[src/rtl/mips_pkg.sv]
// -----------------------------------------------------------------------------
// mips_pkg
// Definitions shared by the MIPS front-end blocks:
//   fetch_state_t : fetch sequencer states
//   INSTR_NOP     : all-zero word (sll $0,$0,0), used as the empty instruction
//   PC_INCR       : sequential PC step
//   RESET_PC      : default first fetch address after reset
// -----------------------------------------------------------------------------
package mips_pkg;

  typedef enum logic [1:0] {
    IDLE  = 2'd0,
    FETCH = 2'd1,
    HOLD  = 2'd2,
    DROP  = 2'd3
  } fetch_state_t;

  localparam logic [31:0] INSTR_NOP = 32'h0000_0000;
  localparam logic [31:0] PC_INCR   = 32'd4;
  localparam logic [31:0] RESET_PC  = 32'h0000_0000;

  // Word-align a fetch target by forcing the two byte-offset bits to zero.
  function automatic logic [31:0] word_align(input logic [31:0] addr);
    return {addr[31:2], 2'b00};
  endfunction

endpackage

[src/rtl/fetch_skid_buffer.sv]
// -----------------------------------------------------------------------------
// fetch_skid_buffer
// One-entry {instr, pc} holding register. Catches a returned instruction word
// when the IF/ID slot is still occupied, so the memory handshake can complete
// without waiting for decode.
// Ports:
//   clk, rst          clock and synchronous active-high reset
//   load              capture instr_in/pc_in, mark the entry valid
//   flush             drop the entry (wins over load)
//   instr_in, pc_in   word and its address to capture
//   buf_valid         entry holds a word
//   buf_instr, buf_pc captured word and its address
// -----------------------------------------------------------------------------
module fetch_skid_buffer
  import mips_pkg::*;
(
  input  logic        clk,
  input  logic        rst,
  input  logic        load,
  input  logic        flush,
  input  logic [31:0] instr_in,
  input  logic [31:0] pc_in,
  output logic        buf_valid,
  output logic [31:0] buf_instr,
  output logic [31:0] buf_pc
);

  logic        valid_r;
  logic [31:0] instr_r;
  logic [31:0] pc_r;

  // Entry storage: flush clears, load captures, otherwise hold.
  always_ff @(posedge clk) begin
    if (rst || flush) begin
      valid_r <= 1'b0;
      instr_r <= INSTR_NOP;
      pc_r    <= 32'h0000_0000;
    end else if (load) begin
      valid_r <= 1'b1;
      instr_r <= instr_in;
      pc_r    <= pc_in;
    end else begin
      valid_r <= valid_r;
      instr_r <= instr_r;
      pc_r    <= pc_r;
    end
  end

  assign buf_valid = valid_r;
  assign buf_instr = instr_r;
  assign buf_pc    = pc_r;

endmodule

[src/rtl/fetch_controller.sv]
// -----------------------------------------------------------------------------
// fetch_controller
// MIPS instruction-fetch sequencer. Owns the PC, runs a req/ack handshake to
// instruction memory and presents {instr, pc, pc+4, valid} to decode.
// Ports:
//   clk, rst                 clock and synchronous active-high reset
//   stall                    decode cannot accept; if_* must hold
//   redirect, redirect_pc    taken branch/jump and its target (bits [1:0] ignored)
//   imem_req, imem_addr      fetch request and address (stable until ack)
//   imem_ack, imem_rdata     memory response, meaningful only while imem_req=1
//   if_valid, if_instr,
//   if_pc, if_pc_4           IF/ID boundary outputs
// -----------------------------------------------------------------------------
module fetch_controller
  import mips_pkg::*;
(
  input  logic        clk,
  input  logic        rst,
  input  logic        stall,
  input  logic        redirect,
  input  logic [31:0] redirect_pc,
  output logic        imem_req,
  output logic [31:0] imem_addr,
  input  logic        imem_ack,
  input  logic [31:0] imem_rdata,
  output logic        if_valid,
  output logic [31:0] if_instr,
  output logic [31:0] if_pc,
  output logic [31:0] if_pc_4
);

  fetch_state_t state_r;
  logic [31:0]  pc_r;
  logic [31:0]  imem_addr_r;
  logic         imem_req_r;
  logic         if_valid_r;
  logic [31:0]  if_instr_r;
  logic [31:0]  if_pc_r;
  logic [31:0]  if_pc_4_r;

  logic         ack_s;
  logic         slot_free_s;
  logic [31:0]  target_s;
  logic [31:0]  pc_next_s;
  logic         buf_load_s;
  logic         buf_flush_s;
  logic         buf_valid_s;
  logic [31:0]  buf_instr_s;
  logic [31:0]  buf_pc_s;

  // Handshake qualifiers and next-address arithmetic (wraps modulo 2^32).
  always_comb begin
    ack_s       = imem_ack && imem_req_r;
    slot_free_s = !if_valid_r || !stall;
    target_s    = word_align(redirect_pc);
    pc_next_s   = pc_r + PC_INCR;
  end

  // Skid-buffer control: capture on a blocked ack, drop on redirect or drain.
  always_comb begin
    buf_load_s  = 1'b0;
    buf_flush_s = 1'b0;
    if (redirect) begin
      buf_flush_s = 1'b1;
    end else begin
      case (state_r)
        FETCH:   buf_load_s  = ack_s && !slot_free_s;
        HOLD:    buf_flush_s = !stall;
        default: buf_load_s  = 1'b0;
      endcase
    end
  end

  fetch_skid_buffer u_skid (
    .clk       (clk),
    .rst       (rst),
    .load      (buf_load_s),
    .flush     (buf_flush_s),
    .instr_in  (imem_rdata),
    .pc_in     (imem_addr_r),
    .buf_valid (buf_valid_s),
    .buf_instr (buf_instr_s),
    .buf_pc    (buf_pc_s)
  );

  // Fetch sequencer: state, PC, request and IF/ID outputs all registered here.
  always_ff @(posedge clk) begin
    if (rst) begin
      state_r     <= IDLE;
      pc_r        <= RESET_PC;
      imem_addr_r <= RESET_PC;
      imem_req_r  <= 1'b0;
      if_valid_r  <= 1'b0;
      if_instr_r  <= INSTR_NOP;
      if_pc_r     <= 32'h0000_0000;
      if_pc_4_r   <= 32'h0000_0000;
    end else if (redirect) begin
      // Redirect beats stall and ack; the request stays up in every outcome.
      if_valid_r <= 1'b0;
      pc_r       <= target_s;
      imem_req_r <= 1'b1;
      case (state_r)
        FETCH: begin
          if (ack_s) begin
            imem_addr_r <= target_s;
            state_r     <= FETCH;
          end else begin
            // Outstanding request must finish at its old address first.
            state_r <= DROP;
          end
        end
        DROP:    state_r <= DROP;
        default: begin
          imem_addr_r <= target_s;
          state_r     <= FETCH;
        end
      endcase
    end else begin
      case (state_r)
        IDLE: begin
          state_r    <= FETCH;
          imem_req_r <= 1'b1;
        end
        FETCH: begin
          if (ack_s && slot_free_s) begin
            if_valid_r  <= 1'b1;
            if_instr_r  <= imem_rdata;
            if_pc_r     <= imem_addr_r;
            if_pc_4_r   <= imem_addr_r + PC_INCR;
            pc_r        <= pc_next_s;
            imem_addr_r <= pc_next_s;
          end else if (ack_s) begin
            state_r    <= HOLD;
            imem_req_r <= 1'b0;
          end else if (slot_free_s) begin
            if_valid_r <= 1'b0;
          end else begin
            state_r <= FETCH;
          end
        end
        HOLD: begin
          if (!stall) begin
            if_valid_r  <= buf_valid_s;
            if_instr_r  <= buf_instr_s;
            if_pc_r     <= buf_pc_s;
            if_pc_4_r   <= buf_pc_s + PC_INCR;
            pc_r        <= pc_next_s;
            imem_addr_r <= pc_next_s;
            imem_req_r  <= 1'b1;
            state_r     <= FETCH;
          end else begin
            state_r <= HOLD;
          end
        end
        DROP: begin
          // Swallow the stale response, then issue the latched target.
          if (ack_s) begin
            imem_addr_r <= pc_r;
            state_r     <= FETCH;
          end else begin
            state_r <= DROP;
          end
        end
        default: begin
          state_r    <= IDLE;
          imem_req_r <= 1'b0;
          if_valid_r <= 1'b0;
        end
      endcase
    end
  end

  assign imem_req  = imem_req_r;
  assign imem_addr = imem_addr_r;
  assign if_valid  = if_valid_r;
  assign if_instr  = if_instr_r;
  assign if_pc     = if_pc_r;
  assign if_pc_4   = if_pc_4_r;

endmodule

[config.mk]
export PLATFORM = sky130hd
export DESIGN_NAME = fetch_controller
export DESIGN_NICKNAME = d
export VERILOG_FILES = /design/src/rtl/mips_pkg.sv /design/src/rtl/fetch_skid_buffer.sv /design/src/rtl/fetch_controller.sv
export SDC_FILE = /design/constraint.sdc
export NUM_CORES = 1
export LEC_CHECK = 0
export BUFFER_PORTS_ARGS = -buffer_cell sky130_fd_sc_hd__buf_4
export CAP_MARGIN = 30
export CORE_MARGIN = 4
export CORE_UTILIZATION = 35
export CTS_CLUSTER_SIZE = 24
export DETAILED_ROUTE_END_ITERATION = 10
export PLACE_DENSITY_LB_ADDON = 0.08
export SKIP_CTS_REPAIR_TIMING = 1
export SLEW_MARGIN = 25
export SYNTH_ARGS = -nofsm -noshare
export SYNTH_HDL_FRONTEND = slang
export SYNTH_SLANG_ARGS = --single-unit
[constraint.sdc]
create_clock -name clk -period 3.9 [get_ports clk]
set_input_delay 0.39 -clock clk [delete_from_list [all_inputs] [get_ports clk]]
set_output_delay 0.39 -clock clk [all_outputs]
set_load 0.02 [all_outputs]
# == After elaboration in Yosys (flattened, before gate mapping) ==
# Index checks and enable logic that the tools add are counted.
# classes
n_reduce_logical,21
mux,40
bitwise_logic,1
n_eq_ne,15
addsub,3
# ops
operator,n
$mux W32,12
$pmux W32 S2,5
$add A32 B3 Y32 const B,3
$pmux W32 S3,1
$ne A3 B3 Y1 const B,7
$mux W1,12
$mux W2,6
$reduce_and A4 Y1,3
$ne A2 B2 Y1 const B,4
$pmux W2 S4,1
$reduce_bool A4 Y1,2
$reduce_and A3 Y1,2
$reduce_and A6 Y1,1
$eq A2 B2 Y1 const B,2
$ne A4 B4 Y1 const B,1
$pmux W2 S2,1
$logic_and A1 B1 Y1,3
$logic_not A1 Y1,3
$pmux W1 S3,1
$reduce_bool A3 Y1,1
$eq A2 B1 Y1 const B,1
$logic_not A2 Y1,1
$logic_or A1 B1 Y1,2
$pmux W1 S2,1
other kinds (4),4
# word_totals
out_inout_bits,130
elab_cells,92
ff_bits,229

# == Depth between registers and ports, before layout ==
# Gate-level depths: netlist of run 1.
# logic_depth
ltp_word,7
depth_mapped,15
depth_no_buf,10

# == By module ==
# From an unflattened synthesis of run 1, not the netlist that was laid out.
# hier_totals
cells_unflattened,1280
area_unflattened_um2,10909.2
# by_module_without_submodules
mod,instances,area_each_um2,seq_area_each_um2,cells_per_inst
fetch_controller,1,8569.5,3163.0,1070
fetch_skid_buffer,1,2339.7,1301.2,210

# == Worst setup path after synthesis of run 1 ==
# OpenSTA, ideal clock, no wires.
# synth_path
kind,register to register
start,reg state_r[0]
end,reg if_pc_4_r[24] (netlist: if_pc_4[24])
arrival_time_ns,2.878
path_stages_with_launch,16
n_path_buf,5
setup_ns,0.079
setup_slack_ns,0.943
cell_sequence,dfxtp_1 > inv_1 > ha_1 > buf_6 > buf_4 > buf_6 > buf_4 > buf_4 > mux2_2 > ha_1 > nand4_1 > nand2_1 > nand4_1 > nor3_1 > or4_1 > o211ai_1
# synth_between
elab_chain_len,3
word_cells_on_any_way,7
classes_between,eq/ne (4); mux (1); reduce/logical (2)
# synth_lines
item,line_no,source
from (decl),fetch_controller.sv:32,fetch_state_t state_r;
from (signal assigned),fetch_controller.sv:89,state_r <= IDLE;
from (signal assigned),fetch_controller.sv:106,state_r <= FETCH;
from (signal assigned),fetch_controller.sv:109,state_r <= DROP;
$eq A2 B1 Y1 or $eq A2 B2 Y1 (tied branches),fetch_controller.sv:119,case (state_r)
$ne A2 B2 Y1 (no line) or $reduce_bool A2 Y1 (tied branches),-,
$reduce_and A4 Y1 (no line),-,
to (signal assigned),fetch_controller.sv:129,if_pc_4_r <= imem_addr_r + PC_INCR;
to (signal assigned),fetch_controller.sv:146,if_pc_4_r <= buf_pc_s + PC_INCR;
to (decl),fetch_controller.sv:39,logic [31:0] if_pc_4_r;
# Several ways; a longest one is shown, not always the timed one.
# A chain may end at the register's enable or synchronous reset.

# == Worst setup path in the final report of run 1 ==
# Same ends and word-level chain as after synthesis.

==> results of run 1 <==
cells by family (layout without fill, tap and decap cells):
kind of cell | after synthesis | after routing | synth area share (%)
muxes | 65 | 65 | 6.108
AOI/OAI and AO/OA | 342 | 342 | 20.13
xor gates and xnor gates | 44 | 44 | 3.604
adders and majority gates | 6 | 6 | 0.7021
buffers and inverters | 124 | 272 | 5.137
and+or+nand+nor | 541 | 541 | 23.29
other | 1 | 6 | 0.03507
DFF | 219 | 219 | 41.00
per-stage QoR:
| stage | setup WS [ns] | instances | total power [mW] | util (%) | instance area (µm²) |
|---|---|---|---|---|---|
| floorplan | 0.9435 | 1347 | 3.395 | - | 10710 |
| global placement | 0.9045 | 1839 | 3.922 | 41.49 | 12400 |
| detailed placement | 0.8586 | 1839 | 3.933 | 41.49 | 12400 |
| CTS | 0.8398 | 1885 | 6.579 | 44.61 | 13330 |
| global route | 0.6567 | 1885 | 6.804 | 44.61 | 13330 |
| finish | 0.8833 | 1885 | 6.491 | 44.61 | 13330 |
sequential cells by signal, summed over array words and instances, names as in the netlist, 2 cells and up:
| signal | flops |
|---|---|
| if_pc_4 | 30 |
| if_pc | 30 |
| pc_r | 30 |
| state_r | 2 |
| u_skid.buf_pc | 30 |
| u_skid.buf_instr | 32 |
| imem_addr | 30 |
| if_instr | 32 |
final cells by class:
class,count,area share (%)
Timing Repair Buffer,216,12.54
Inverter,10,0.2816
Multi-Input combinational cell,1004,43.63
Tap cell,390,3.661
Clock buffer,40,6.187
Sequential cell,219,32.90
Clock inverter,6,0.8074
routing by layer:
metal / routed length, µm / global-route usage, % / vias up / share of wire (%)
met2: 14590 / 28.97 / 259 / 44
met4: 542 / 3.963 / 0 / 1.6
li1: - / - / 5073 / -
met3: 1611 / 2.559 / 36 / 4.9
met1: 16320 / 28.26 / 4589 / 49
met5: 0 / 0 / - / 0
synthesized netlist by cell type, types with 6 or more instances:
cell type / number
and3_1: 8
clkbuf_1: 71
nand2b_1: 6
o31ai_1: 8
mux2i_1: 63
o21a_1: 9
a21oi_1: 122
o41ai_1: 6
buf_1: 8
ha_1: 6
a22oi_1: 11
dfxtp_1: 219
xnor2_1: 27
buf_2: 21
nand3b_1: 8
xor2_1: 17
nor3_1: 34
o21ai_0: 56
inv_1: 9
nand4_1: 32
a31oi_1: 14
nand3_1: 29
or3_1: 10
nand2_1: 254
buf_4: 11
nor2_1: 115
or4_1: 8
nor4_1: 9
o211ai_1: 9
a211oi_1: 65
critical path, stage by stage, from the launching register on:
cell and delay (ns):
dfxtp_1 0.34, inv_1 0.12, ha_4 0.63, mux2_2 0.43
ha_1 0.25, nand4_1 0.10, nand2_1 0.20, nand4_1 0.27
nor3_1 0.09, or4_1 0.42, o211ai_1 0.09
worst max-delay path by stage:
stage	start	to	slack (ns)	cells past startpoint
after floorplan	state_r[0]$_SDFFE_PP0P_	if_pc_4[24]$_SDFFE_PP0P_	0.94	15
after global placement	state_r[0]$_SDFFE_PP0P_	if_pc_4[24]$_SDFFE_PP0P_	0.90	10
after detailed placement	state_r[0]$_SDFFE_PP0P_	if_pc_4[24]$_SDFFE_PP0P_	0.86	10
after CTS	state_r[0]$_SDFFE_PP0P_	if_pc_4[24]$_SDFFE_PP0P_	0.84	10
after global routing	state_r[0]$_SDFFE_PP0P_	if_pc_4[23]$_SDFFE_PP0P_	0.66	8
final	state_r[0]$_SDFFE_PP0P_	if_pc_4[24]$_SDFFE_PP0P_	0.88	10
power groups by stage:
stage	registers (mW)	clock network (mW)	logic (mW)
floorplan	2.73	0	0.661
global placement	2.62	0	1.31
detailed placement	2.62	0	1.31
CTS	2.57	2.69	1.31
global route	2.60	2.79	1.42
finish	2.57	2.62	1.30
cells in the final DEF, fill, tap and decap left out, types with 28 or more instances in the layout:
master / n
nand2_1: 254
dfxtp_1: 219
buf_4: 212
a21oi_1: 122
nor2_1: 115
a211oi_1: 65
mux2i_1: 63
o21ai_0: 56
nor3_1: 32
nand4_1: 32
nand3_1: 28
==> results_dict.tcl, run 1 <==
set metrics [dict create \
    synth_edf_count 0 \
    clock_path_buffers 3 \
    antenna_found_initial 0 \
    hpwl_um 22810 \
    drc 0 \
    criticalPathCategory "reg -> reg" \
    reg2reg_slack_ns 0.88 \
    combinationalPowerShare_pct 20.0 \
    ys_dominant_reg_cell "dfxtp_1" \
    clk_latency_ns 0.53 \
    synthDistinctLibCells 70 \
    first_global_vias 9140 \
    numCtsBuffers 26 \
    cts_root_buffer "clkbuf_16" \
    die_h_um 182.8 \
    maxCapViolCount 0 \
    p_int_mw 4.561 \
    grt_pass1_wl_um 52240 \
    regArea_um2 4384 \
    min_from "imem_rdata[5]" \
    reg2reg_from "state_r[0]$_SDFFE_PP0P_" \
    start_kind "register" \
    port_buffers 190 \
    clkTransAtPathRegs_ns 0.06 \
    rsz0062_at_grt "false" \
    antenna_cells 0 \
    setup_tns_ns 0 \
    multi_input_area_um2 5814 \
    cp.required_ns 4.36 \
    fp-row-count 63 \
    area_growth_pct 24.64 \
    wl_per_cell_um 17.54 \
    h-tree-depth 1 \
    clock-sinks 219 \
    drt_iter0_drc 696 \
    min_period_over_period_pct 77.35 \
    worstPathMaxFanout 58 \
    fin_crit_ns 3.017 \
    power.clock.fraction_pct 40.4 \
    fp.coreArea_um2 29870 \
    final_hold_viol_count 0 \
    synthCells 1342 \
    hp-class "in -> reg" \
    synth_seq_cells 219 \
    r2r-end "if_pc_4[24]$_SDFFE_PP0P_" \
    drt_wl_total_um 33070 \
    overflow 0 \
    die_w_um 182.8 \
    vias 9957 \
    drtPass1Iterations 5 \
    grt_max_degree 111 \
    worst_slew_pin_slew_ns 0.7483 \
    synth_warnings 0 \
    ant_nets 0 \
    switching_power_mw 1.930 \
    holdPathEnd "u_skid.buf_instr[5]$_SDFFE_PP0P_" \
    ir_worst_vdd_uv 381.5 \
    fin_worst_skew_ns 0.01347 \
    die_area_um2 33410 \
    end_kind "register" \
    nFillCells 3055 \
    cts_tree "done" \
    whs_ns 0.1118 \
    ys_seq_area_share_pct 41.00 \
    finalMaxSlewViolations 0 \
    outcome "finished, final reports clean" \
    reg2regPathDepth 10 \
    yosysTopAreaCell "dfxtp_1" \
    p_sw_share_pct 29.73 \
    io_pins 199 \
    vias_per_cell 5.282 \
    fin_nets 1552 \
    fmax_ghz 0.3315 \
    routabilityCongestion 0.8169 \
    p_per_area_nw_per_um2 487.0 \
    grt_usage_pct 18.82 \
    syn_area_um2 10690 \
    synth_area_leaders "dfxtp_1 41%, nand2_1 8.9%, mux2i_1 5.9%" \
    final-setup-viol-count 0 \
    drive_gt1_share_pct 18.53 \
    critPathArrivalTime_ns 3.47 \
    synth_top_area_share_pct 41.00 \
    power_leakage_nw 4.717 \
    seqPwrFrac_pct 39.7 \
    synthArstFlopShare_pct 0 \
    holdPathStages 3 \
    synth_area_per_cell_um2 7.968 \
    slew_headroom_pct 49.73 \
    initial_utilization_pct 35.79 \
]
Note: power is estimated with default switching activity, not from simulation.
==> run 2, diff against run 1 <==
==> constraint.sdc (replaced) <==
create_clock -name clk -period 2.7 [get_ports clk]
set_input_delay 0.27 -clock clk [delete_from_list [all_inputs] [get_ports clk]]
set_output_delay 0.27 -clock clk [all_outputs]
set_load 0.02 [all_outputs]
==> results_dict.tcl, run 2 (synthesis gave the netlist of run 1 again) <==
set metrics [dict create \
    holdPathEnd "u_skid.buf_instr[25]$_SDFFE_PP0P_" \
    switching_power_mw 2.846 \
    fp.coreArea_um2 29870 \
    antenna_found_initial 0 \
    start_kind "register" \
    p_int_mw 6.434 \
    holdPathStages 3 \
    numCtsBuffers 27 \
    drtPass1Iterations 5 \
    layout.cells.most_common "nand2_1" \
    violations "negative hold slack" \
    critPathArrivalTime_ns 2.95 \
    place_area_um2 12680 \
    vias_per_cell 5.250 \
    clock-sinks 219 \
    fin_worst_skew_ns 0.01711 \
    wl_per_cell_um 17.46 \
    min_period_over_period_pct 93.77 \
    cp_top_family "simple AND/OR/NAND/NOR gates" \
    power.clock.fraction_pct 38.7 \
    drc 0 \
    drive_gt1_share_pct 19.97 \
    reg2regPathDepth 9 \
    drt_iter0_drc 608 \
    seqPwrFrac_pct 40.0 \
    p_sw_share_pct 30.67 \
    multi_input_area_um2 5834 \
    maxCapViolCount 0 \
    clk_latency_ns 0.54 \
    vias 10200 \
    cp.required_ns 3.11 \
    hpwl_um 23890 \
    final_hold_viol_count 5 \
    port_buffers 190 \
    cts_tree "done" \
    ant_nets 0 \
    fmax_ghz 0.3950 \
    clkTransAtPathRegs_ns 0.06 \
    power_leakage_nw 4.961 \
    setup_tns_ns 0 \
    combinationalPowerShare_pct 21.3 \
    initial_utilization_pct 35.79 \
    whs_ns -0.01092 \
    r2r-end "if_pc_4[23]$_SDFFE_PP0P_" \
    die_area_um2 33410 \
    crit_slowest_cell "a211oi_1" \
    hp-class "in -> reg" \
    grt_max_degree 72 \
    clock_path_buffers 3 \
    nFillCells 3030 \
    cpPeakStageDelay_ns 0.49 \
    end_kind "register" \
    cts_root_buffer "clkbuf_16" \
    die_h_um 182.8 \
    regArea_um2 4385 \
    ir_worst_vdd_uv 429.4 \
    post-route-cell-area_um2 13820 \
    fin_crit_ns 2.532 \
    first_global_vias 9413 \
    critPathBufInv 2 \
    worstPathMaxFanout 20 \
    grt_pass1_wl_um 53500 \
    area_growth_pct 29.28 \
    worstPathCellList "inv_1 -> ha_4 -> buf_4 -> nand3b_1 -> a211oi_1 -> nand4_2 -> nor3b_1 -> or4_1 -> o211ai_1" \
    criticalPathCategory "reg -> reg" \
    drt_wl_total_um 33920 \
    rsz0062_at_grt "true" \
    routabilityCongestion 0.8310 \
    h-tree-depth 1 \
    fin_nets 1606 \
    io_pins 199 \
    overflow 0 \
    outcome "complete, but fails checks" \
    worst_slew_pin_slew_ns 0.6646 \
    reg2reg_slack_ns 0.17 \
    p_per_area_nw_per_um2 671.3 \
    grt_usage_pct 19.34 \
    min_from "imem_rdata[25]" \
    fp-row-count 63 \
    final_cell_mix "253 x nand2_1, 234 x buf_4, 218 x dfxtp_1" \
    reg2reg_from "state_r[0]$_SDFFE_PP0P_" \
    slew_headroom_pct 55.70 \
    die_w_um 182.8 \
    final-setup-viol-count 0 \
    finalMaxSlewViolations 0 \
]
-- run 2: changes by cell type in the layout (fill, tap and decap cells not counted), moves of 2 or more --
cell	previous run	this run
clkbuf_8	10	4
clkbuf_1	3	5
clkinv_2	2	9
buf_12	4	9
buf_4	212	234
dlygate4sd3_1	0	26
-- run 2: cell type report --
cell class,count,share of cell area [%]
Sequential cell,219,31.73
Clock buffer,36,5.422
Inverter,10,0.2715
Clock inverter,14,0.9323
Timing Repair Buffer,269,15.89
Tap cell,390,3.530
Antenna cell,1,0.01810
Multi-Input combinational cell,1004,42.21
-- run 2: worst max-delay path by stage --
| stage | end | cells after the start | slack [ns] | start |
|---|---|---|---|---|
| final | if_pc_4[23]$_SDFFE_PP0P_ | 9 | 0.17 | state_r[0]$_SDFFE_PP0P_ |
| after detailed placement | imem_addr[24]$_SDFFE_PP0P_ | 8 | 0.08 | state_r[0]$_SDFFE_PP0P_ |
| after CTS | imem_addr[27]$_SDFFE_PP0P_ | 8 | 0.06 | state_r[0]$_SDFFE_PP0P_ |
| after global placement | imem_addr[29]$_SDFFE_PP0P_ | 8 | 0.11 | state_r[0]$_SDFFE_PP0P_ |
| after global routing | if_pc_4[23]$_SDFFE_PP0P_ | 10 | -0.05 | state_r[0]$_SDFFE_PP0P_ |
| after floorplan | if_pc_4[24]$_SDFFE_PP0P_ | 15 | 0.01 | state_r[0]$_SDFFE_PP0P_ |
-- run 2: worst register-to-register path: stages, from the launching register on --
cell	delay, ns
dfxtp_2	0.34
inv_1	0.08
ha_4	0.25
buf_4	0.20
nand3b_1	0.21
a211oi_1	0.49
nand4_2	0.32
nor3b_1	0.32
or4_1	0.15
o211ai_1	0.07
-- run 2: through the flow --
| stage | hold WS, ns | worst slack [ns] | instances | utilization (%) | power [mW] |
|---|---|---|---|---|---|
| after detailed placement | 0.4467 | 0.07740 | 1866 | 42.45 | 5.745 |
| final | -0.01092 | 0.1682 | 1943 | 46.27 | 9.279 |
| after global routing | 0.0005480 | -0.04963 | 1942 | 46.26 | 9.747 |
| after floorplan | 0.4060 | 0.01259 | 1347 | - | 4.918 |
| after CTS | -0.04758 | 0.06272 | 1916 | 45.39 | 9.364 |
| after global placement | 0.4411 | 0.1096 | 1866 | 42.45 | 5.733 |
-- run 2: layer usage --
layer / GRT usage [%] / part of all wire [%] / up-vias / wire [µm]
li1: - / - / 5175 / -
met2: 30.02 / 44 / 281 / 14890
met3: 2.638 / 5.3 / 33 / 1782
met4: 3.576 / 1.2 / 0 / 414
met5: 0 / 0 / - / 0
met1: 29.01 / 50 / 4712 / 16840
-- run 2: power groups by stage --
stage          registers (mW)  clock network [mW]  logic, mW
2_1_floorplan            3.95                   0      0.967
3_3_place_gp             3.77                   0       1.96
3_5_place_dp             3.78                   0       1.97
4_1_cts                  3.71                3.69       1.97
5_1_grt                  3.74                3.84       2.16
6_report                 3.71                3.59       1.98
==> run 3, diff against run 2 <==
--- a/config.mk
+++ b/config.mk
@@ -6,7 +6,7 @@
 export NUM_CORES = 1
 export LEC_CHECK = 0
 export BUFFER_PORTS_ARGS = -buffer_cell sky130_fd_sc_hd__buf_4
-export CAP_MARGIN = 30
+export CAP_MARGIN = 20
 export CORE_MARGIN = 4
 export CORE_UTILIZATION = 35
 export CTS_CLUSTER_SIZE = 24
==> constraint.sdc (replaced) <==
create_clock -name clk -period 2.7 [get_ports clk]
set_input_delay 0.27 -clock clk [delete_from_list [all_inputs] [get_ports clk]]
set_output_delay 0.27 -clock clk [all_outputs]
set_load 0.05 [all_outputs]
==> results_dict.tcl, run 3 (synthesis gave the netlist of run 1 again) <==
set metrics [dict create \
    outcome "finished, final reports clean" \
    final_hold_viol_count 0 \
    power_leakage_nw 4.915 \
    drt_iter0_drc 756 \
    end_kind "register" \
    layout.cells.most_common "nand2_1" \
    post-route-cell-area_um2 13710 \
    worstPathMaxFanout 11 \
    whs_ns 0.004430 \
    regArea_um2 4385 \
    drt_wl_total_um 34010 \
    numCtsBuffers 26 \
    port_buffers 190 \
    nFillCells 3006 \
    fp-row-count 63 \
    finalMaxSlewViolations 0 \
    critPathArrivalTime_ns 2.91 \
    hp-class "in -> reg" \
    cts_tree "done" \
    ir_worst_vdd_uv 490.5 \
    fmax_ghz 0.4002 \
    worst_slew_pin_slew_ns 0.6757 \
    clock-sinks 219 \
    drive_gt1_share_pct 20.27 \
    area_growth_pct 28.22 \
    setup_slack_ns 0.2009 \
    io_pins 199 \
    maxCapViolCount 0 \
    grt_max_degree 72 \
    overflow 0 \
    fin_crit_ns 2.499 \
    drtPass1Iterations 5 \
    clock_path_buffers 3 \
    routabilityCongestion 0.8326 \
    grt_usage_pct 19.43 \
    first_global_vias 9440 \
    cp.required_ns 3.11 \
    multi_input_area_um2 5854 \
    antenna_cells 0 \
    criticalPathCategory "reg -> reg" \
    drc 0 \
    hpwl_um 23920 \
    die_area_um2 33410 \
    min_period_over_period_pct 92.56 \
    grt_pass1_wl_um 53720 \
    vias 10210 \
    fin_nets 1595 \
    final_cell_mix "253 x nand2_1, 236 x buf_4, 218 x dfxtp_1" \
    clkTransAtPathRegs_ns 0.06 \
    clk_latency_ns 0.52 \
    setup_tns_ns 0 \
    wl_per_cell_um 17.63 \
    start_kind "register" \
    fin_worst_skew_ns 0.01019 \
    rsz0062_at_grt "false" \
    p_per_area_nw_per_um2 707.0 \
    power_mw 9.693 \
    die_h_um 182.8 \
    cts_root_buffer "clkbuf_16" \
    place_area_um2 12690 \
    die_w_um 182.8 \
    slew_headroom_pct 54.95 \
    place_ws_ns 0.07887 \
    fp.coreArea_um2 29870 \
    antenna_found_initial 0 \
    ant_nets 0 \
    final-setup-viol-count 0 \
    h-tree-depth 1 \
    initial_utilization_pct 35.79 \
    vias_per_cell 5.291 \
]
[run 3: cell count changes in the layout (fill, tap and decap cells not counted), sizes merged]
| cell | previous run | this run |
|---|---|---|
| dlygate4sd3 | 26 | 14 |
| inv | 11 | 10 |
| clkinvlp | 2 | 0 |
| clkinv | 9 | 8 |
| buf | 243 | 245 |
| clkbuf | 36 | 37 |
| diode | 1 | 0 |
[run 3: where the power goes]
group	leakage [nW]	total, mW	switching, mW	internal, mW
clock	0.428	3.54	1.41	2.12
combinational	2.70	2.45	1.63	0.821
sequential	1.78	3.71	0.233	3.47
[run 3: per-stage QoR]
stage               std cells  utilization (%)
detailed placement       1867            42.47
global route             1929            45.89
floorplan                1347                -
finish                   1929            45.89
global placement         1867            42.47
CTS                      1914            45.33
[run 3: worst max-delay path: stages, from the launching register on]
cell,delay [ns]
dfxtp_2,0.35
inv_1,0.08
ha_4,0.22
buf_4,0.19
nand4b_1,0.28
a221o_1,0.33
or4_1,0.46
nor3_1,0.23
xor2_1,0.17
o21ai_1,0.06
[run 3: routing by layer]
metal | GRT usage, % | share of wire [%] | vias to the layer above
met4 | 3.159 | 1.3 | 0
met3 | 2.618 | 6.3 | 34
met5 | 0 | 0 | -
met2 | 30.21 | 44 | 285
met1 | 29.30 | 49 | 4743
li1 | - | - | 5145
[run 3: layout make-up]
type	instances	area share, %
inverter	10	0.2738
multi-input combinational	1004	42.70
clock inverter	10	0.7301
clock buffer	37	5.494
sequential	219	31.99
timing repair buffer	259	15.26
tap	390	3.559
[run 3: path summary, 6_finish.rpt]
| kind | from | slack (ns) | to | cells after the start |
|---|---|---|---|---|
| worst min-delay path | imem_rdata[9] | 0.004 | u_skid.buf_instr[9]$_SDFFE_PP0P_ | 3 |
| worst max-delay path | state_r[0]$_SDFFE_PP0P_ | 0.20 | if_pc_4[31]$_SDFFE_PP0P_ | 9 |
| worst min register to register | u_skid.buf_instr[23]$_SDFFE_PP0P_ | 0.45 | u_skid.buf_instr[23]$_SDFFE_PP0P_ | 2 |
| worst max register to register | state_r[0]$_SDFFE_PP0P_ | 0.20 | if_pc_4[31]$_SDFFE_PP0P_ | 9 |
